## src/rtl/user_cl_aes_stream.sv

```systemverilog
// FIFO-to-block-cipher adapter: packs FIFO words into key/data blocks, runs an
// external cipher core through start/done, unpacks results and reports status.
module user_cl_aes_stream #(
    parameter int unsigned DATA_WIDTH     = 32,
    parameter int unsigned BLOCK_WIDTH    = 128,
    parameter int unsigned TIMEOUT_CYCLES = 1024
) (
    input  logic                   clock,
    input  logic                   reset_n,
    input  logic                   data_empty,
    output logic                   data_rd,
    input  logic [DATA_WIDTH-1:0]  data_din,
    input  logic                   data_full,
    output logic                   data_wr,
    output logic [DATA_WIDTH-1:0]  data_dout,
    input  logic                   ctrl_empty,
    output logic                   ctrl_rd,
    input  logic [DATA_WIDTH-1:0]  ctrl_din,
    input  logic                   ctrl_full,
    output logic                   ctrl_wr,
    output logic [DATA_WIDTH-1:0]  ctrl_dout,
    output logic                   core_start,
    output logic                   core_decrypt,
    output logic [BLOCK_WIDTH-1:0] core_key,
    output logic [BLOCK_WIDTH-1:0] core_din,
    input  logic                   core_done,
    input  logic [BLOCK_WIDTH-1:0] core_dout
);

    localparam int unsigned WORDS = BLOCK_WIDTH / DATA_WIDTH;
    localparam int unsigned WCW   = (WORDS > 1) ? $clog2(WORDS) : 1;
    localparam int unsigned TCW   = (TIMEOUT_CYCLES > 1) ? $clog2(TIMEOUT_CYCLES) : 1;

    localparam logic [3:0] OP_LOAD_KEY = 4'h1;
    localparam logic [3:0] OP_RUN      = 4'h2;
    localparam logic [3:0] CODE_OK     = 4'hA;
    localparam logic [3:0] CODE_ERR    = 4'hE;
    localparam logic [3:0] CODE_TMO    = 4'hF;

    typedef enum logic [2:0] {
        S_IDLE, S_CMD, S_KEY_FILL, S_DATA_FILL,
        S_CORE_START, S_CORE_WAIT, S_DRAIN, S_STATUS
    } state_t;

    typedef struct packed {
        logic [3:0]  opcode;
        logic        decrypt;
        logic [15:0] count;
    } cmd_t;

    state_t                 state_q, state_d;
    cmd_t                   cmd_q, cmd_d;
    logic                   key_valid_q, key_valid_d;
    logic [BLOCK_WIDTH-1:0] key_d, din_d;
    logic [BLOCK_WIDTH-1:0] out_q, out_d;
    logic [WCW-1:0]         word_q, word_d;
    logic [15:0]            blocks_q, blocks_d;
    logic [TCW-1:0]         tmo_q, tmo_d;
    logic [3:0]             code_q, code_d;
    logic                   dec_d;
    logic                   data_rd_c, data_wr_c, ctrl_rd_c, ctrl_wr_c;
    logic                   last_word;
    logic                   unused_ctrl;

    assign last_word   = (word_q == WCW'(WORDS - 1));
    assign unused_ctrl = ^ctrl_din;

    // Next-state and handshake decode
    always_comb begin
        state_d     = state_q;
        cmd_d       = cmd_q;
        key_valid_d = key_valid_q;
        key_d       = core_key;
        din_d       = core_din;
        out_d       = out_q;
        word_d      = word_q;
        blocks_d    = blocks_q;
        tmo_d       = tmo_q;
        code_d      = code_q;
        dec_d       = core_decrypt;
        data_rd_c   = 1'b0;
        data_wr_c   = 1'b0;
        ctrl_rd_c   = 1'b0;
        ctrl_wr_c   = 1'b0;
        case (state_q)
            S_IDLE: begin
                ctrl_rd_c = ~ctrl_empty;
                if (!ctrl_empty) begin
                    cmd_d   = '{opcode: ctrl_din[31:28], decrypt: ctrl_din[16], count: ctrl_din[15:0]};
                    state_d = S_CMD;
                end
            end
            S_CMD: begin
                word_d = '0;
                if (cmd_q.opcode == OP_LOAD_KEY) begin
                    state_d = S_KEY_FILL;
                end else if (cmd_q.opcode == OP_RUN && key_valid_q && cmd_q.count != 16'd0) begin
                    dec_d   = cmd_q.decrypt;
                    state_d = S_DATA_FILL;
                end else begin
                    code_d  = (cmd_q.opcode == OP_RUN && key_valid_q) ? CODE_OK : CODE_ERR;
                    state_d = S_STATUS;
                end
            end
            S_KEY_FILL: begin
                data_rd_c = ~data_empty;
                if (!data_empty) begin
                    key_d  = (core_key << DATA_WIDTH) | BLOCK_WIDTH'(data_din);
                    word_d = word_q + WCW'(1);
                    if (last_word) begin
                        word_d      = '0;
                        key_valid_d = 1'b1;
                        code_d      = CODE_OK;
                        state_d     = S_STATUS;
                    end
                end
            end
            S_DATA_FILL: begin
                data_rd_c = ~data_empty;
                if (!data_empty) begin
                    din_d  = (core_din << DATA_WIDTH) | BLOCK_WIDTH'(data_din);
                    word_d = word_q + WCW'(1);
                    if (last_word) begin
                        word_d  = '0;
                        state_d = S_CORE_START;
                    end
                end
            end
            S_CORE_START: begin
                tmo_d   = '0;
                state_d = S_CORE_WAIT;
            end
            S_CORE_WAIT: begin
                if (core_done) begin
                    out_d   = core_dout;
                    state_d = S_DRAIN;
                end else if (tmo_q == TCW'(TIMEOUT_CYCLES - 1)) begin
                    code_d  = CODE_TMO;
                    state_d = S_STATUS;
                end else begin
                    tmo_d = tmo_q + TCW'(1);
                end
            end
            S_DRAIN: begin
                data_wr_c = ~data_full;
                if (!data_full) begin
                    out_d  = out_q << DATA_WIDTH;
                    word_d = word_q + WCW'(1);
                    if (last_word) begin
                        word_d   = '0;
                        blocks_d = blocks_q + 16'd1;
                        if (blocks_q + 16'd1 == cmd_q.count) begin
                            code_d  = CODE_OK;
                            state_d = S_STATUS;
                        end else begin
                            state_d = S_DATA_FILL;
                        end
                    end
                end
            end
            S_STATUS: begin
                ctrl_wr_c = ~ctrl_full;
                if (!ctrl_full) begin
                    blocks_d = '0;
                    state_d  = S_IDLE;
                end
            end
            default: state_d = S_IDLE;
        endcase
    end

    // State and datapath registers; reset_n is an active-high synchronous reset
    always_ff @(posedge clock) begin
        if (reset_n) begin
            state_q      <= S_IDLE;
            cmd_q        <= '0;
            key_valid_q  <= 1'b0;
            core_key     <= '0;
            core_din     <= '0;
            out_q        <= '0;
            word_q       <= '0;
            blocks_q     <= '0;
            tmo_q        <= '0;
            code_q       <= '0;
            core_decrypt <= 1'b0;
            core_start   <= 1'b0;
        end else begin
            state_q      <= state_d;
            cmd_q        <= cmd_d;
            key_valid_q  <= key_valid_d;
            core_key     <= key_d;
            core_din     <= din_d;
            out_q        <= out_d;
            word_q       <= word_d;
            blocks_q     <= blocks_d;
            tmo_q        <= tmo_d;
            code_q       <= code_d;
            core_decrypt <= dec_d;
            core_start   <= (state_d == S_CORE_START);
        end
    end

    // FIFO-side outputs are combinational and forced low while reset is held
    assign data_rd   = data_rd_c & ~reset_n;
    assign data_wr   = data_wr_c & ~reset_n;
    assign ctrl_rd   = ctrl_rd_c & ~reset_n;
    assign ctrl_wr   = ctrl_wr_c & ~reset_n;
    assign data_dout = (state_q == S_DRAIN && !reset_n) ? out_q[BLOCK_WIDTH-1 -: DATA_WIDTH] : '0;
    assign ctrl_dout = (state_q == S_STATUS && !reset_n) ?
                       DATA_WIDTH'({code_q, 12'b0, blocks_q}) : '0;

endmodule

```

## config.mk

```make
export PLATFORM = sky130hd
export DESIGN_NAME = user_cl_aes_stream
export DESIGN_NICKNAME = d
export VERILOG_FILES = /design/src/rtl/user_cl_aes_stream.sv
export SDC_FILE = /design/constraint.sdc
export NUM_CORES = 1
export LEC_CHECK = 0
export BUFFER_PORTS_ARGS = -buffer_cell sky130_fd_sc_hd__buf_2
export CAP_MARGIN = 20
export CORE_ASPECT_RATIO = 0.6
export CORE_MARGIN = 3
export CORE_UTILIZATION = 53
export DETAILED_ROUTE_END_ITERATION = 10
export PLACE_DENSITY = 0.83
export SYNTH_ARGS = -nofsm -noshare
export SYNTH_HDL_FRONTEND = slang
export SYNTH_SLANG_ARGS = --single-unit
```

## constraint.sdc

```tcl
create_clock -name clock -period 7.8 [get_ports clock]
set_clock_uncertainty 0.2 [all_clocks]
set_input_delay 0.78 -clock clock [delete_from_list [all_inputs] [get_ports clock]]
set_output_delay 0.78 -clock clock [all_outputs]
set_load 0.02 [all_outputs]
```

# Word-level counts from Yosys, hierarchy flattened
# Cells that the tools add are included.
# W data, S select, Z words.
# word_totals
reg_bits,443
input_bits,199
output_inout_bits,326
word_cells,123
# classes
addsub,3
n_eq_ne,26
mux,45
n_bitwise,12
n_reduce_logical,23
# ops
op,count
$mux W128,2
$or A128 B32 Y128,2
$pmux W128 S2,1
$mux W32,2
$mux W16,3
$mux W3,14
$mux W4,9
$pmux W16 S2,1
$ne A2 B2 Y1 const B,13
$pmux W3 S8,1
$mux W10,2
$pmux W10 S2,1
$add A16 B1 Y16 const B,1
$eq A16 B16 Y1,1
$pmux W4 S4,1
$reduce_bool A16 Y1,1
$eq A3 B3 Y1 const B,5
$reduce_and A3 Y1,5
$add A10 B1 Y10 const B,1
$eq A10 B10 Y1 const B,1
$reduce_and A10 Y1,1
$eq A3 B2 Y1 const B,2
$mux W2,3
$not A1 Y1,6
other kinds (17),30

# Longest topological paths before layout
# depth
depth_word,7
ltp_mapped,10
depth_no_buf,9

# Worst setup path after synthesis
# Ideal clock, no wire load.
# synth_timing
path_kind,input port to output port
from,input port reset_n
to,output port ctrl_dout[31]
arrival_time_ns,1.985
t_required_ns,6.820
slack_ns,4.835
stages,4
n_path_buf,3
cell_sequence,clkbuf_1 -> clkbuf_1 -> nor3_1 -> buf_4
# synth_between
elab_chain_len,3
# synth_rtl
item,line,text
from (decl),9,"input logic reset_n,"
$logic_not A1 Y1,209,assign ctrl_dout = (state_q == S_STATUS && !reset_n) ?
$logic_and A1 B1 Y1,209,
$mux W32,209,
to (decl),21,"output logic [DATA_WIDTH-1:0] ctrl_dout,"
# Every way passes these cells.

# Final worst setup path
# layout_timing
from,register state_q[0]
to,output port data_dout[13]
# layout_between
elab_chain_len,3
# layout_rtl
item,line,text
from (decl),51,"state_t state_q, state_d;"
from (signal assigned),188,state_q <= state_d;
$eq A3 B3 Y1,208,assign data_dout = (state_q == S_DRAIN && !reset_n) ? out_q[BLOCK_WIDTH-1 -: DATA_WIDTH] : '0;
$logic_and A1 B1 Y1,208,
$mux W32,208,
to (decl),15,"output logic [DATA_WIDTH-1:0] data_dout,"
# Every way passes these cells.

==> reports/metrics.cfg <==
[global_route]
antenna_found_initial=6
grt-ovfl-total=0
track_usage=0.298
grt_pass1_wl_mm=86.6
grt_pass1_vias=16400
grt_max_degree=227

[critical_path]
critPathLaunchType=flip-flop
cp_max_fo=58
worstSetupEndpointType=output port
critical_path_required_ns=6.82
worstSetupPathType=reg2out
slowest_stage=ha_4
arrival_ns=2.98
r2r_cells=8
critPathMaxStageDelay_ns=0.51
cp_top_family=simple AND/OR/NAND/NOR gates
path_cells=inv_1 -> ha_4 -> nand2_4 -> nor2_1 -> buf_4 -> and2_1 -> buf_2
critical_path_buf_inv_count=3
path_depth=7

[drt]
finalWirelength_mm=55.7
vias=17600
drt_iter0_markers=1830
dr.pass1.iters=6
ant_nets=0
wl_per_cell_um=18.1
drcViolationCount=0
via_per_inst=5.71

[clock_network]
cts_setup_buffers=0
htreeDepth=2
cts_max_path_buffers=3
cts_resized=0
path_clk_slew_ns=0.06
cts_tree=built
clock_latency_ns=0.53
ctsHoldBuffers=0
cts_buffers=40
cts_root_buf=clkbuf_16
cts.sinks=442

[pwr]
switching_power_w=0.00167
intPower_w=0.00392
p_seq_frac=0.459
p_leak_nw=8.73
power.total_w=0.00559
netSwitchingFraction=0.298
clkPwrFrac=0.367
power_density_mw_per_mm2=261
comb_power_share=0.175
ir_drop_mv=0.205

[die]
die_x_um=241
core_mm2=0.0319
num_rows=50
die_h_um=147
die-area_mm2=0.0355
ios=525
start_util=0.552

[yosys]
synth_top_area_share=0.503
ys_seq_elements=442
synth_top_area_cell=dfxtp_1
netlist_area_mm2=0.0176
ys_warn_count=0
syn_area_per_cell_um2=7.75
synthCells=2272
synth_seq_area_share=0.503
synthTopCellsByArea=dfxtp_1 (50%), nand2_1 (15%), a21oi_1 (8.8%)
synth.distinct_cells=48

[status]
status=finished clean

[finish]
multi_input_area_mm2=0.00802
drive_gt1_frac=0.223
area_growth_syn_to_layout_pct=21.8
nNetsFinal=2846
fillers=2680
register_area_mm2=0.00885
fin_cells=3086

[sta]
timing.fmax_ghz=0.252
finalHoldViolations=0
maxSlewViolCount=0
final.setup.tns_ns=0
rsz0062_at_grt=no
slew_headroom=0.236
fin_crit_sh=0.508
holdWs_ns=0.250
post-route-min-period_ns=3.96
setup_viol=0
worstMarginPinSlew_ns=1.15

[flow_run]
drv_cap=0

[worst_hold_path]
hp-class=reg2reg
hold_depth=2

[place]
dp_hpwl_mm=38.3
gp_congestion=0.904
place_inst=3012
portBuffers=501

-- metal layers --
metal | track usage | routed length [um] | vias up
met5 | 0 | 21 | -
met4 | 0.115 | 2280 | 4
met3 | 0.0582 | 4400 | 160
met2 | 0.480 | 26000 | 777
met1 | 0.397 | 23000 | 8302
li1 | - | - | 8377
-- stage by stage --
stage	cell area, um^2	util	setup slack (ns)
2_1_floorplan	17600	-	4.84
3_3_place_gp	20000	0.628	4.14
3_5_place_dp	20000	0.628	4.01
4_1_cts	21400	0.671	3.85
5_1_grt	21400	0.672	3.59
6_report	21400	0.672	3.84
-- cell families (layout without fill, tap and decap cells) --
group | count (synthesis) | after routing | synth area share
other cells | 1 | 15 | 0.000213
flops | 442 | 442 | 0.503
mux | 3 | 3 | 0.00171
fa+ha+maj | 7 | 7 | 0.00498
compound gates | 490 | 490 | 0.169
simple gates | 1095 | 1095 | 0.261
buf+inv | 209 | 593 | 0.0477
xor+xnor | 25 | 25 | 0.0124
-- sequential cells by signal, indices dropped and copies added, names as in the netlist --
| name | flops |
|---|---|
| core_din | 128 |
| core_key | 128 |
| out_q | 128 |
| cmd_q | 21 |
| blocks_q | 16 |
| tmo_q | 10 |
| code_q | 3 |
| state_q | 3 |
| word_q | 2 |
| core_decrypt | 1 |
| core_start | 1 |
| key_valid_q | 1 |
-- placed cells by master (no fill, tap or decap), drive strengths merged, types with 8 or more instances in the layout --
cell | synthesis | final
xor2 | 10 | 10
o21ai | 27 | 27
dfxtp | 442 | 442
a22oi | 34 | 34
clkbuf | 174 | 58
nor4 | 13 | 13
inv | 8 | 8
a311oi | 98 | 98
and2 | 53 | 53
conb | 1 | 12
nand4 | 9 | 9
nor2 | 171 | 171
clkinv | 0 | 8
buf | 27 | 515
a21oi | 311 | 311
nand3 | 115 | 115
nand2 | 689 | 689
xnor2 | 15 | 15
nor3 | 16 | 16
-- power by group through the flow --
stage / combinational [W] / clock (W) / sequential, W
6_report: 0.000976 / 0.00205 / 0.00256
4_1_cts: 0.000959 / 0.00207 / 0.00256
3_3_place_gp: 0.000923 / 0 / 0.00260
2_1_floorplan: 0.000704 / 0 / 0.00258
5_1_grt: 0.00108 / 0.00217 / 0.00258
3_5_place_dp: 0.000951 / 0 / 0.00260
-- path summary, 6_finish.rpt --
path,from,end,slack [ns]
worst max register to register,state_q[1],out_q[116],3.87
worst max-delay path,state_q[0],data_dout[13],3.84
worst min-delay path,core_key[125],core_key[125],0.25
worst min register to register,core_key[125],core_key[125],0.25
-- area by class of cell --
cell class                      count  area share
Antenna cell                        3    0.000350
Clock buffer                       57      0.0553
Clock inverter                     12     0.00747
Inverter                            8     0.00140
Multi-Input combinational cell   1632       0.374
Sequential cell                   442       0.413
Tap cell                          416      0.0243
Timing Repair Buffer              516       0.124
-- worst reg2reg max path, delay by kind of cell, from the launching register on --
| kind | cells | cell delay, ns |
|---|---|---|
| simple gates | 2 | 0.42 |
| compound gates | 2 | 0.59 |
| fa+ha+maj | 1 | 0.54 |
| flops | 1 | 0.35 |
| buf+inv | 3 | 1.70 |
-- Yosys cell counts (all sizes together) --
cell	number
nand3	115
nor4	13
a31oi	4
o2111a	1
xnor2	15
a221oi	1
clkbuf	174
and4	2
mux2i	3
and2	53
conb	1
dfxtp	442
o211ai	4
a211oi	3
a22oi	34
o41a	1
a21oi	311
o21ai	27
or2	1
a211o	1
nand2	689
xor2	10
nand3b	3
and3	3
buf	27
nor3b	1
nand4b	2
o21bai	2
or4b	1
nor3	16
nor4b	1
o21a	1
nand2b	4
or3	7
inv	8
a2111oi	2
nor2b	2
nor2	171
ha	7
nand4	9
or3b	2
a311oi	98
Power figures use the tool's default switching activity.
